===== src/rtl/btn_evt_pkg.sv =====
// Shared types for the button event controller: event codes, channel states
// and the counter sizing helper.
package btn_evt_pkg;

  typedef enum logic [1:0] {
    EVT_PRESS   = 2'd0,
    EVT_RELEASE = 2'd1,
    EVT_LONG    = 2'd2,
    EVT_REPEAT  = 2'd3
  } evt_code_e;

  typedef enum logic [1:0] {
    ST_IDLE  = 2'd0,
    ST_SHORT = 2'd1,
    ST_LONG  = 2'd2
  } chan_state_e;

  // Counter must reach max(long, repeat) - 1; never narrower than one bit.
  function automatic int cnt_width(input int long_cycles, input int repeat_cycles);
    int m;
    m = (long_cycles > repeat_cycles) ? long_cycles : repeat_cycles;
    return (m > 2) ? $clog2(m) : 1;
  endfunction

endpackage


===== src/rtl/btn_evt_chan.sv =====
// One button channel: press/long/repeat FSM, hold counter, one-entry pending
// slot and sticky overrun flag. Auto-repeat enabled by BTN_AUTOREPEAT_EN.
import btn_evt_pkg::*;

module btn_evt_chan #(
  parameter int LONG_CYCLES   = 100_000_000,
  parameter int REPEAT_CYCLES = 20_000_000
) (
  input  logic      clk,
  input  logic      reset_n,
  input  logic      level,
  input  logic      drain,
  output logic      pend_valid,
  output evt_code_e pend_code,
  output logic      held,
  output logic      overrun
);

  localparam int CNT_W = cnt_width(LONG_CYCLES, REPEAT_CYCLES);
  localparam logic [CNT_W-1:0] LONG_TC = CNT_W'(LONG_CYCLES - 1);
`ifdef BTN_AUTOREPEAT_EN
  localparam logic [CNT_W-1:0] REPEAT_TC = CNT_W'(REPEAT_CYCLES - 1);
`endif

  chan_state_e      state, state_nxt;
  logic [CNT_W-1:0] cnt, cnt_nxt;
  logic             raise;
  evt_code_e        code;

  always_ff @(posedge clk or negedge reset_n) begin
    if (!reset_n) begin
      state <= ST_IDLE;
      cnt   <= '0;
    end else begin
      state <= state_nxt;
      cnt   <= cnt_nxt;
    end
  end

  always_comb begin
    state_nxt = state;
    cnt_nxt   = cnt;
    raise     = 1'b0;
    code      = EVT_PRESS;
    case (state)
      ST_IDLE: begin
        if (level) begin
          state_nxt = ST_SHORT;
          cnt_nxt   = '0;
          raise     = 1'b1;
          code      = EVT_PRESS;
        end
      end
      ST_SHORT: begin
        if (!level) begin
          state_nxt = ST_IDLE;
          cnt_nxt   = '0;
          raise     = 1'b1;
          code      = EVT_RELEASE;
        end else if (cnt == LONG_TC) begin
          state_nxt = ST_LONG;
          cnt_nxt   = '0;
          raise     = 1'b1;
          code      = EVT_LONG;
        end else begin
          cnt_nxt = cnt + 1'b1;
        end
      end
      ST_LONG: begin
        // Release wins over a repeat terminal count in the same cycle.
        if (!level) begin
          state_nxt = ST_IDLE;
          cnt_nxt   = '0;
          raise     = 1'b1;
          code      = EVT_RELEASE;
        end else begin
`ifdef BTN_AUTOREPEAT_EN
          if (cnt == REPEAT_TC) begin
            cnt_nxt = '0;
            raise   = 1'b1;
            code    = EVT_REPEAT;
          end else begin
            cnt_nxt = cnt + 1'b1;
          end
`else
          cnt_nxt = '0;
`endif
        end
      end
      default: begin
        state_nxt = ST_IDLE;
        cnt_nxt   = '0;
      end
    endcase
  end

  always_ff @(posedge clk or negedge reset_n) begin
    if (!reset_n) begin
      pend_valid <= 1'b0;
      pend_code  <= EVT_PRESS;
      overrun    <= 1'b0;
    end else if (raise) begin
      pend_valid <= 1'b1;
      pend_code  <= code;
      if (pend_valid && !drain) overrun <= 1'b1;
    end else if (drain) begin
      pend_valid <= 1'b0;
    end
  end

  assign held = (state != ST_IDLE);

endmodule


===== src/rtl/button_event_ctrl.sv =====
// Button event controller: NUM_BTN channels, round-robin arbiter and output
// register with valid/ready handshake. Auto-repeat enabled by BTN_AUTOREPEAT_EN.
import btn_evt_pkg::*;

module button_event_ctrl #(
  parameter int NUM_BTN       = 4,
  parameter int LONG_CYCLES   = 100_000_000,
  parameter int REPEAT_CYCLES = 20_000_000,
  localparam int ID_W         = $clog2(NUM_BTN)
) (
  input  logic               clk,
  input  logic               reset_n,
  input  logic [NUM_BTN-1:0] btn_level,
  output logic               evt_valid,
  input  logic               evt_ready,
  output logic [ID_W-1:0]    evt_id,
  output logic [1:0]         evt_code,
  output logic [NUM_BTN-1:0] held,
  output logic [NUM_BTN-1:0] overrun
);

  logic [NUM_BTN-1:0] pend_valid;
  evt_code_e          pend_code [NUM_BTN];
  logic [NUM_BTN-1:0] drain;
  logic [ID_W-1:0]    ptr;
  logic [ID_W-1:0]    grant_idx;
  logic               grant_valid;
  logic               load;

  for (genvar i = 0; i < NUM_BTN; i++) begin : g_chan
    btn_evt_chan #(
      .LONG_CYCLES  (LONG_CYCLES),
      .REPEAT_CYCLES(REPEAT_CYCLES)
    ) u_chan (
      .clk       (clk),
      .reset_n   (reset_n),
      .level     (btn_level[i]),
      .drain     (drain[i]),
      .pend_valid(pend_valid[i]),
      .pend_code (pend_code[i]),
      .held      (held[i]),
      .overrun   (overrun[i])
    );
    assign drain[i] = load && grant_valid && (grant_idx == ID_W'(i));
  end

  assign load = !evt_valid || evt_ready;

  // Search starts one past the last grant and wraps.
  always_comb begin
    int idx;
    grant_valid = 1'b0;
    grant_idx   = ptr;
    idx         = 0;
    for (int k = 1; k <= NUM_BTN; k++) begin
      idx = int'(ptr) + k;
      if (idx >= NUM_BTN) idx = idx - NUM_BTN;
      if (!grant_valid && pend_valid[idx]) begin
        grant_valid = 1'b1;
        grant_idx   = ID_W'(idx);
      end
    end
  end

  always_ff @(posedge clk or negedge reset_n) begin
    if (!reset_n) begin
      evt_valid <= 1'b0;
      evt_id    <= '0;
      evt_code  <= '0;
      ptr       <= ID_W'(NUM_BTN - 1);
    end else if (load) begin
      evt_valid <= grant_valid;
      if (grant_valid) begin
        evt_id   <= grant_idx;
        evt_code <= pend_code[grant_idx];
        ptr      <= grant_idx;
      end
    end
  end

endmodule


===== config.mk =====
export PLATFORM = sky130hd
export DESIGN_NAME = button_event_ctrl
export DESIGN_NICKNAME = d
export VERILOG_FILES = /design/src/rtl/btn_evt_pkg.sv /design/src/rtl/btn_evt_chan.sv /design/src/rtl/button_event_ctrl.sv
export SDC_FILE = /design/constraint.sdc
export NUM_CORES = 1
export LEC_CHECK = 0
export ABC_AREA = 1
export BUFFER_PORTS_ARGS = -buffer_cell sky130_fd_sc_hd__buf_2
export CORE_MARGIN = 4
export CORE_UTILIZATION = 45
export DETAILED_ROUTE_END_ITERATION = 8
export GPL_TIMING_DRIVEN = 0
export SLEW_MARGIN = 10
export SYNTH_ARGS = -nofsm -noshare
export SYNTH_HDL_FRONTEND = slang
export SYNTH_SLANG_ARGS = --single-unit
export TNS_END_PERCENT = 20

===== constraint.sdc =====
create_clock -name clk -period 1.8 [get_ports clk]
set_clock_uncertainty 0.2 [all_clocks]
set_input_delay 0.36 -clock clk [delete_from_list [all_inputs] [get_ports clk]]
set_output_delay 0.36 -clock clk [all_outputs]
set_load 0.01 [all_outputs]

==> results of run 1 <==
## cells in the final DEF, fill, tap and decap left out, drive strengths merged, types with 7 or more instances in the layout
cell type	synthesis	final
a21oi	29	29
buf	17	112
clkbuf	1	22
clkinv	2	9
dfrtp	137	137
ha	20	20
inv	171	171
nand2	277	277
nand3	84	84
nand4	46	46
nor2	152	153
nor3	60	60
nor3b	7	7
nor4	8	8
o21ai	57	57
xor2	33	33
## what timing repair did
item                                    4_1_cts  5_1_grt
hold buffers                                  2        0
buffers inserted                             49       26
hold endpoints to repair                     35        0
gates cloned                                  2        1
pin swaps                                    53       59
resized for setup                           153      160
endpoints found under the setup margin      133      139
## per-stage QoR
stage | utilization | instance area [µm²]
2_1_floorplan | - | 8520
3_3_place_gp | 0.489 | 8900
3_5_place_dp | 0.491 | 8930
4_1_cts | 0.575 | 10500
5_1_grt | 0.621 | 11300
6_report | 0.621 | 11300
## tightest hold or removal path, cell delays in order
cell     delay, ns
buf_2         0.16
nand4_1       0.10
nand2_1       0.04
## cell type report
| type | instances | area share |
|---|---|---|
| repair buffers | 98 | 0.0705 |
| well taps | 229 | 0.0254 |
| diodes | 1 | 0.000221 |
| inverters | 173 | 0.0611 |
| clock buffers | 20 | 0.0395 |
| multi-input cells | 812 | 0.465 |
| plain buffers | 18 | 0.0149 |
| flip-flops and latches | 139 | 0.309 |
| clock inverters | 12 | 0.0151 |
## worst paths after layout
path | end | depth (start not counted) | slack, ns | start
max in group asynchronous | g_chan[2].u_chan.cnt[14] | 3 | 0.37 | reset_n
setup / recovery | g_chan[3].u_chan.overrun | 13 | -0.26 | ptr[0]
setup reg to reg | g_chan[3].u_chan.overrun | 13 | -0.26 | ptr[0]
hold reg to reg | evt_code[1] | 2 | 0.27 | evt_code[1]
hold / removal | g_chan[3].u_chan.cnt[26] | 3 | 0.08 | btn_level[3]
min in group asynchronous | g_chan[0].u_chan.cnt[10] | 2 | 0.19 | reset_n
## state kept, by name, indices dropped and copies added (netlist names), 2 cells and up
register,cells
g_chan.u_chan.overrun,4
g_chan.u_chan.pend_valid,4
ptr,2
g_chan.u_chan.state,8
evt_code,2
evt_id,2
g_chan.u_chan.cnt,108
g_chan.u_chan.pend_code,8
## power breakdown
part,internal [W],leakage [nW],switching [W]
registers,0.00343,1.86,0.000265
logic,0.00230,2.87,0.00321
clock network,0.00235,0.304,0.00138
## per-layer routing
| layer | part of all wire | vias to the layer above | wire [µm] |
|---|---|---|---|
| li1 | - | 3943 | - |
| met1 | 0.49 | 3658 | 10500 |
| met2 | 0.47 | 109 | 9920 |
| met3 | 0.029 | 19 | 611 |
| met4 | 0.010 | 0 | 212 |
| met5 | 0 | - | 0 |
## logic make-up (layout without fill, tap and decap cells)
kind of cell | count (synthesis) | count (layout) | share of synthesized area
XOR/XNOR | 37 | 37 | 0.0383
AO/OA/AOI/OAI | 114 | 114 | 0.0771
other | 0 | 1 | 0
AND/OR/NAND/NOR | 640 | 641 | 0.352
buffers and inverters | 191 | 321 | 0.0913
adder cells (fa/ha/maj) | 20 | 20 | 0.0296
flip-flops | 139 | 139 | 0.412
==> impl_metrics.tcl, run 1 <==
set metrics [dict create \
    synth_top_area_share 0.405 \
    yosysMostFrequentCell "nand2_1" \
    cts_tree "yes" \
    async_flop_share 1.00 \
    violations "setup timing" \
    synth_warnings 0 \
    cp-end-kind "register" \
    final_max_slew_viol_count 0 \
    area_growth_pct 33.6 \
    path_clk_slew_ns 0.06 \
    dieArea_mm2 0.0210 \
    wl_um 21200 \
    clk_path_buf_depth 2 \
    hold_violations 0 \
    finalCritPeriodShare 1.14 \
    top_usage_layer "met2" \
    relSlewSlack 0.636 \
    cp_top_family "simple AND/OR/NAND/NOR gates" \
    chipHeight_um 145 \
    fin_nets 1286 \
    critical_path_class "reg2reg" \
    crit_top_cell "nand2_2" \
    finalNonFillerCells 1502 \
    gr-total-overflow 0 \
    slowest_stage "dfstp_2" \
    die_w_um 145 \
    grt_start_max_net_pins 106 \
    grtUsageMet2 0.308 \
    p_leak_nw 5.04 \
    drive_above_1_share 0.318 \
    place.gp.congestion 0.857 \
    rsz0062_at_grt "yes" \
    status "complete, but fails checks" \
    synthFlopType "dfrtp_1" \
    fmax_mhz 486 \
    synth_nets 1168 \
    critPathMaxFanout 6 \
    ys_seq_area_frac 0.412 \
    power_density_mw_per_mm2 1140 \
    ios 20 \
    cp.arrival_ns 2.17 \
    core_area_mm2 0.0182 \
    ys_top_cells_by_area "dfrtp_1 (41%), nand2_1 (11%), inv_1 (7.1%)" \
    max_stage_delay_ns 0.55 \
    antenna_left 0 \
    worstSkewPairLatency_ns 0.43 \
    globalRouteTotalUtil 0.200 \
    ys_top_cells_by_count "nand2_1 (259), inv_1 (161), nor2_1 (141), dfrtp_1 (137), nand3_1 (78)" \
    synth-edff-count 0 \
    cts_buffers 17 \
    hold_class "in2reg" \
    viasPerCell 5.15 \
    yosysTopAreaCell "dfrtp_1" \
    htreeDepth 4 \
    drt_iter0_markers 449 \
    finalPower_w 0.0129 \
    finalWorstSetupSlack_ns -0.257 \
    multiInputGateArea_mm2 0.00525 \
    ir_drop_v 0.000663 \
    fin_crit_ns 2.06 \
    row_count 49 \
    syn_area_mm2 0.00846 \
    ys_types 50 \
    place_ws_ns -0.519 \
    cp_cell_sequence "inv_2 > buf_6 > nand2_2 > nand2_2 > nand2_2 > nand2_4 > nand2_4 > nor2_4 > nor2_4 > buf_6 > nand3_2 > nand2_2 > o21bai_1" \
    grt_pass1_vias 7414 \
    port_buffers 18 \
    start_util 0.464 \
    cts.sink_count 139 \
    ys_ff_latch 139 \
    met3_usage 0.0384 \
    synthCells 1141 \
    seqCellArea_mm2 0.00349 \
    fillers 1578 \
    placed_cells 1389 \
    wl_per_cell_um 14.1 \
    cp.required_ns 1.91 \
    worst_hold_slack_ns 0.0768 \
    tightest_slew_ns 0.542 \
    clock-root-buffer "clkbuf_16" \
    grtUsageMet1 0.291 \
    drv_cap 0 \
    dp_hpwl_um 13800 \
    postSynthAreaPerCell_um2 7.41 \
    vias 7729 \
    drtPass1Iterations 5 \
    route.detailed.drc 0 \
    grt_pass1_wl_um 35600 \
    critPathLaunchType "register" \
    finalSetupViolations 117 \
    cp_num_buf_inv 3 \
    tns_ns -11.21 \
    antenna_found_initial 0 \
]
Note: power is estimated with default switching activity, not from simulation.
==> run 2, diff against run 1 <==
- clock period: 1.8 -> 2.25 ns (I/O delays scaled with it)
==> impl_metrics.tcl, run 2 (same netlist as run 1, synthesis figures left out) <==
set metrics [dict create \
    status "finished, final reports clean" \
    place_area_mm2 0.00887 \
    antenna_found_initial 0 \
    relSlewSlack 0.658 \
    cp-end-kind "register" \
    ir_drop_v 0.000623 \
    slowest_stage "dfrtp_1" \
    fin_nets 1218 \
    highest_layer "met4" \
    top_register "g_chan.u_chan.cnt" \
    worst_hold_slack_ns 0.0357 \
    wl_um 19100 \
    final_max_slew_viol_count 0 \
    hold_class "in2reg" \
    critical_path_class "reg2reg" \
    hold_violations 0 \
    cts_tree "yes" \
    clock-root-buffer "clkbuf_16" \
    cp_cell_sequence "ha_2 > nand3_1 > nor2_2 > nand2_2 > nor3_4 > nand2_2 > nand2_4 > nand2_8 > a21oi_2 > o21ai_0" \
    cts.sink_count 139 \
    critPathLaunchType "register" \
    dieArea_mm2 0.0210 \
    cp.required_ns 2.34 \
    row_count 49 \
    path_clk_slew_ns 0.06 \
    route.detailed.drc 0 \
    fillers 1753 \
    cp_top_family "simple AND/OR/NAND/NOR gates" \
    finalSetupViolations 0 \
    max_stage_delay_ns 0.38 \
    wl_per_cell_um 13.3 \
    area_growth_pct 14.2 \
    dp_hpwl_um 13800 \
    drt_iter0_markers 511 \
    ios 20 \
    mostFrequentLayoutCells "nand2_1 (253), inv_1 (158), dfrtp_1 (137)" \
    worstSkewPairLatency_ns 0.42 \
    drtPass1Iterations 5 \
    htreeDepth 4 \
    worst-r2r-setup-slack_ns 0.08 \
    finish.utilization 0.531 \
    core_area_mm2 0.0182 \
    start_util 0.464 \
    gr-total-overflow 0 \
    tightest_slew_ns 0.509 \
    cp_num_buf_inv 0 \
    critPathMaxFanout 7 \
    rsz0062_at_grt "yes" \
    largest_reg_flops 108 \
    wl_met2_um 8490 \
    port_buffers 18 \
    placed_cells 1389 \
    crit_top_cell "nand2_2" \
    drv_cap 0 \
    finalNonFillerCells 1432 \
    final_area_mm2 0.00966 \
    drt-met1-wl_um 9690 \
    finalCritPeriodShare 0.963 \
    clk_path_buf_depth 2 \
    die_w_um 145 \
    place.gp.congestion 0.852 \
    grt_pass1_wl_um 32900 \
    cts_buffers 17 \
    diodes 0 \
    globalRouteTotalUtil 0.187 \
    drive_above_1_share 0.135 \
    mostFrequentLayoutCell "nand2_1" \
    finalPower_w 0.00837 \
    power_density_mw_per_mm2 866 \
    antenna_left 0 \
    fin_crit_ns 2.17 \
    vias 7281 \
    cp.arrival_ns 2.26 \
    top_regs "g_chan.u_chan.cnt: 108 flops, g_chan.u_chan.pend_code: 8 flops, g_chan.u_chan.state: 8 flops" \
    fmax_mhz 462 \
    dr_wl_met3_um 671 \
    p_leak_nw 4.40 \
    viasPerCell 5.08 \
    grt_start_max_net_pins 76 \
    chipHeight_um 145 \
    grt_pass1_vias 6871 \
]
-- run 2: changes by cell type in the layout (fill, tap and decap cells not counted), sizes merged --
cell,previous run,this run
buf,112,46
bufinv,4,1
clkbuf,22,24
clkinv,9,7
clkinvlp,1,3
diode,1,0
dlygate4sd3,2,1
nor2,153,152
-- run 2: area by class of cell --
class | instances | area [µm²] | share of cell area
flip-flops and latches | 139 | 3480 | 0.360
plain buffers | 18 | 140 | 0.0145
repair buffers | 31 | 220 | 0.0228
well taps | 229 | 287 | 0.0297
inverters | 173 | 664 | 0.0688
clock inverters | 9 | 72.6 | 0.00751
clock buffers | 22 | 464 | 0.0480
multi-input cells | 811 | 4330 | 0.448
-- run 2: final timing paths --
path                                          from                        end  cells after the start
max                        g_chan[2].u_chan.cnt[1]  g_chan[2].u_chan.state[0]                     10
min                                      evt_ready                  evt_valid                      2
max reg2reg                g_chan[2].u_chan.cnt[1]  g_chan[2].u_chan.state[0]                     10
min reg2reg                            evt_code[1]                evt_code[1]                      2
max in group asynchronous                  reset_n                     ptr[1]                      3
min in group asynchronous                  reset_n   g_chan[0].u_chan.cnt[19]                      2
-- run 2: stage by stage --
| stage | TNS (ns) | setup slack (ns) |
|---|---|---|
| 2_1_floorplan | 0 | 0.307 |
| 3_3_place_gp | -219.64 | -1.59 |
| 3_5_place_dp | -1.69 | -0.153 |
| 4_1_cts | 0 | 0.00102 |
| 5_1_grt | -0.905 | -0.0639 |
| 6_report | 0 | 0.0843 |
-- run 2: layer usage --
metal  vias to the layer above  GRT usage
met5                         -          0
met2                       137      0.287
met4                         0     0.0565
li1                       3799          -
met3                        21     0.0371
met1                      3324      0.269
-- run 2: power breakdown --
part	internal, W	switching (W)	leakage (nW)
clock network	0.00156	0.00104	0.269
registers	0.00275	0.000203	1.87
logic	0.000961	0.00187	2.26
total	0.00526	0.00311	4.40
-- run 2: worst reg2reg max path, delay by kind of cell (launching register included) --
family                   cells  cell delay, ns
AND/OR/NAND/NOR              7            0.98
flip-flops                   1            0.38
AO/OA/AOI/OAI                2            0.28
adder cells (fa/ha/maj)      1            0.20
-- run 2: what timing repair did --
item | CTS | global route
buffers inserted | 0 | 11
gates resized for setup | 7 | 48
setup endpoints to repair | 19 | 75
pin swaps | 0 | 8
hold buffers | 1 | 0
endpoints found under the hold margin | 64 | 0
==> run 3, diff against run 2 <==
- CORE_MARGIN: 4 -> 8
- clock period: 2.25 -> 2.65 ns (I/O delays scaled with it)
==> impl_metrics.tcl, run 3 (same netlist as run 1, synthesis figures left out) <==
set metrics [dict create \
    largest_reg_flops 108 \
    netSwitchingFraction 0.371 \
    grt_pass1_vias 7043 \
    route.detailed.drc 0 \
    max_stage_delay_ns 0.40 \
    clk_path_buf_depth 2 \
    r2r_cells 11 \
    row_count 50 \
    drive_above_1_share 0.105 \
    rsz0062_at_grt "no" \
    status "finished, final reports clean" \
    cp_top_family "simple AND/OR/NAND/NOR gates" \
    vias 7268 \
    dieArea_mm2 0.0234 \
    worstSkewPairLatency_ns 0.42 \
    finalCritPeriodShare 0.912 \
    critPathLaunchType "register" \
    p_int_w 0.00444 \
    globalRouteTotalUtil 0.169 \
    combPwrFrac 0.309 \
    antenna_left 0 \
    cts_tree "yes" \
    cp.required_ns 2.76 \
    grtUsageMet1 0.220 \
    ir_drop_v 0.000533 \
    final_area_mm2 0.00947 \
    cts.sink_count 139 \
    fmax_mhz 414 \
    cts_resized 0 \
    ios 20 \
    finish.utilization 0.510 \
    die_w_um 153 \
    critPathMaxFanout 10 \
    drv_cap 0 \
    gr-total-overflow 0 \
    wl_per_cell_um 13.3 \
    htreeDepth 4 \
    antenna_found_initial 0 \
    cp.depth 11 \
    fin_crit_ns 2.42 \
    holdPathStages 2 \
    place_area_mm2 0.00888 \
    start_util 0.455 \
    top_usage_layer "met2" \
    viasPerCell 5.09 \
    clock-root-buffer "clkbuf_16" \
    grtUsageMet2 0.271 \
    p_switching_w 0.00262 \
    path_clk_slew_ns 0.06 \
    grt_start_max_net_pins 73 \
    tightest_slew_ns 0.711 \
    port_buffers 18 \
    top_register "g_chan.u_chan.cnt" \
    drtPass1Iterations 5 \
    placed_cells 1394 \
    chipHeight_um 153 \
    mostFrequentLayoutCells "nand2_1 (259), inv_1 (161), nor2_1 (141)" \
    drt_iter0_markers 480 \
    p_leak_nw 4.31 \
    dp_hpwl_um 13900 \
    grt_pass1_wl_um 33100 \
    fin_nets 1207 \
    postCtsSetupRepairBufs 0 \
    cp_cell_sequence "ha_1 > nand3_1 > nor2_1 > nand2_1 > nor3_1 > nand2_1 > nand2_2 > nand2_4 > inv_2 > buf_4 > nor2_1" \
    cp-end-kind "register" \
    slowest_stage "dfrtp_1" \
    finalNonFillerCells 1427 \
    hold_violations 0 \
    mostFrequentLayoutCell "nand2_1" \
    finalSetupViolations 0 \
    finalPower_w 0.00706 \
    final_max_slew_viol_count 0 \
    hold_class "in2reg" \
    relSlewSlack 0.526 \
    top_regs "g_chan.u_chan.cnt: 108 flops, g_chan.u_chan.pend_code: 8 flops, g_chan.u_chan.state: 8 flops" \
    wl_um 18900 \
    cp.arrival_ns 2.53 \
    core_area_mm2 0.0186 \
    p_clk_frac 0.338 \
    critical_path_class "reg2reg" \
    area_growth_pct 12.0 \
    fillers 1810 \
    power_density_mw_per_mm2 745 \
    seq_power_share 0.353 \
    place.gp.congestion 0.889 \
    cp_num_buf_inv 2 \
    cts_buffers 17 \
    met3_usage 0.0445 \
    diodes 0 \
]
run 3: cell types whose count changed in the layout (fill, tap and decap cells not counted), sizes merged:
cell,change
buf,-10
bufinv,+1
clkbuf,-4
clkinv,-3
clkinvlp,+4
inv,+2
run 3: what timing repair did:
action                                 4_1_cts  5_1_grt
setup endpoints to repair                    0        0
endpoints found under the hold margin       67        0
hold buffers                                 1        0
run 3: metal layers:
metal / wire length [µm] / share of wire
met3: 725 / 0.038
met4: 251 / 0.013
met5: 0 / 0
met2: 8640 / 0.46
met1: 9300 / 0.49
run 3: layout make-up:
class	instances	area, µm²	share of cell area
Sequential cell	139	3480	0.367
Multi-Input combinational cell	811	4200	0.444
Clock inverter	13	144	0.0152
Timing Repair Buffer	20	138	0.0145
Inverter	173	649	0.0685
Tap cell	234	293	0.0309
Buffer	18	123	0.0129
Clock buffer	19	443	0.0468
run 3: power by group through the flow:
stage	clock network, W	registers [W]	logic, W
2_1_floorplan	0	0.00251	0.00160
4_1_cts	0.00243	0.00250	0.00222
3_3_place_gp	0	0.00253	0.00218
6_report	0.00238	0.00250	0.00218
5_1_grt	0.00252	0.00253	0.00253
3_5_place_dp	0	0.00253	0.00220
run 3: worst reg2reg max path: cells and delay by family (launching register included):
kind | cells | cell delay, ns
buffers and inverters | 2 | 0.33
adders and majority gates | 1 | 0.20
DFF | 1 | 0.40
and+or+nand+nor | 8 | 1.19
run 3: path summary, 6_finish.rpt:
path | from | end | slack [ns]
max in group asynchronous | reset_n | ptr[1] | 1.03
worst max-delay path | g_chan[2].u_chan.cnt[1] | g_chan[2].u_chan.cnt[11] | 0.23
worst min-delay path | evt_ready | evt_valid | 0.1
worst max register to register | g_chan[2].u_chan.cnt[1] | g_chan[2].u_chan.cnt[11] | 0.23
worst min register to register | evt_code[0] | evt_code[0] | 0.28
min in group asynchronous | reset_n | g_chan[0].u_chan.cnt[12] | 0.44
run 3: per-stage QoR:
step           hold WS, ns  setup TNS, ns  worst slack (ns)
2_1_floorplan       0.0344              0             0.707
3_3_place_gp         0.257        -167.45             -1.23
3_5_place_dp         0.267              0             0.246
4_1_cts             0.0874              0             0.211
5_1_grt             0.0909              0            0.0476
6_report            0.0956              0             0.232
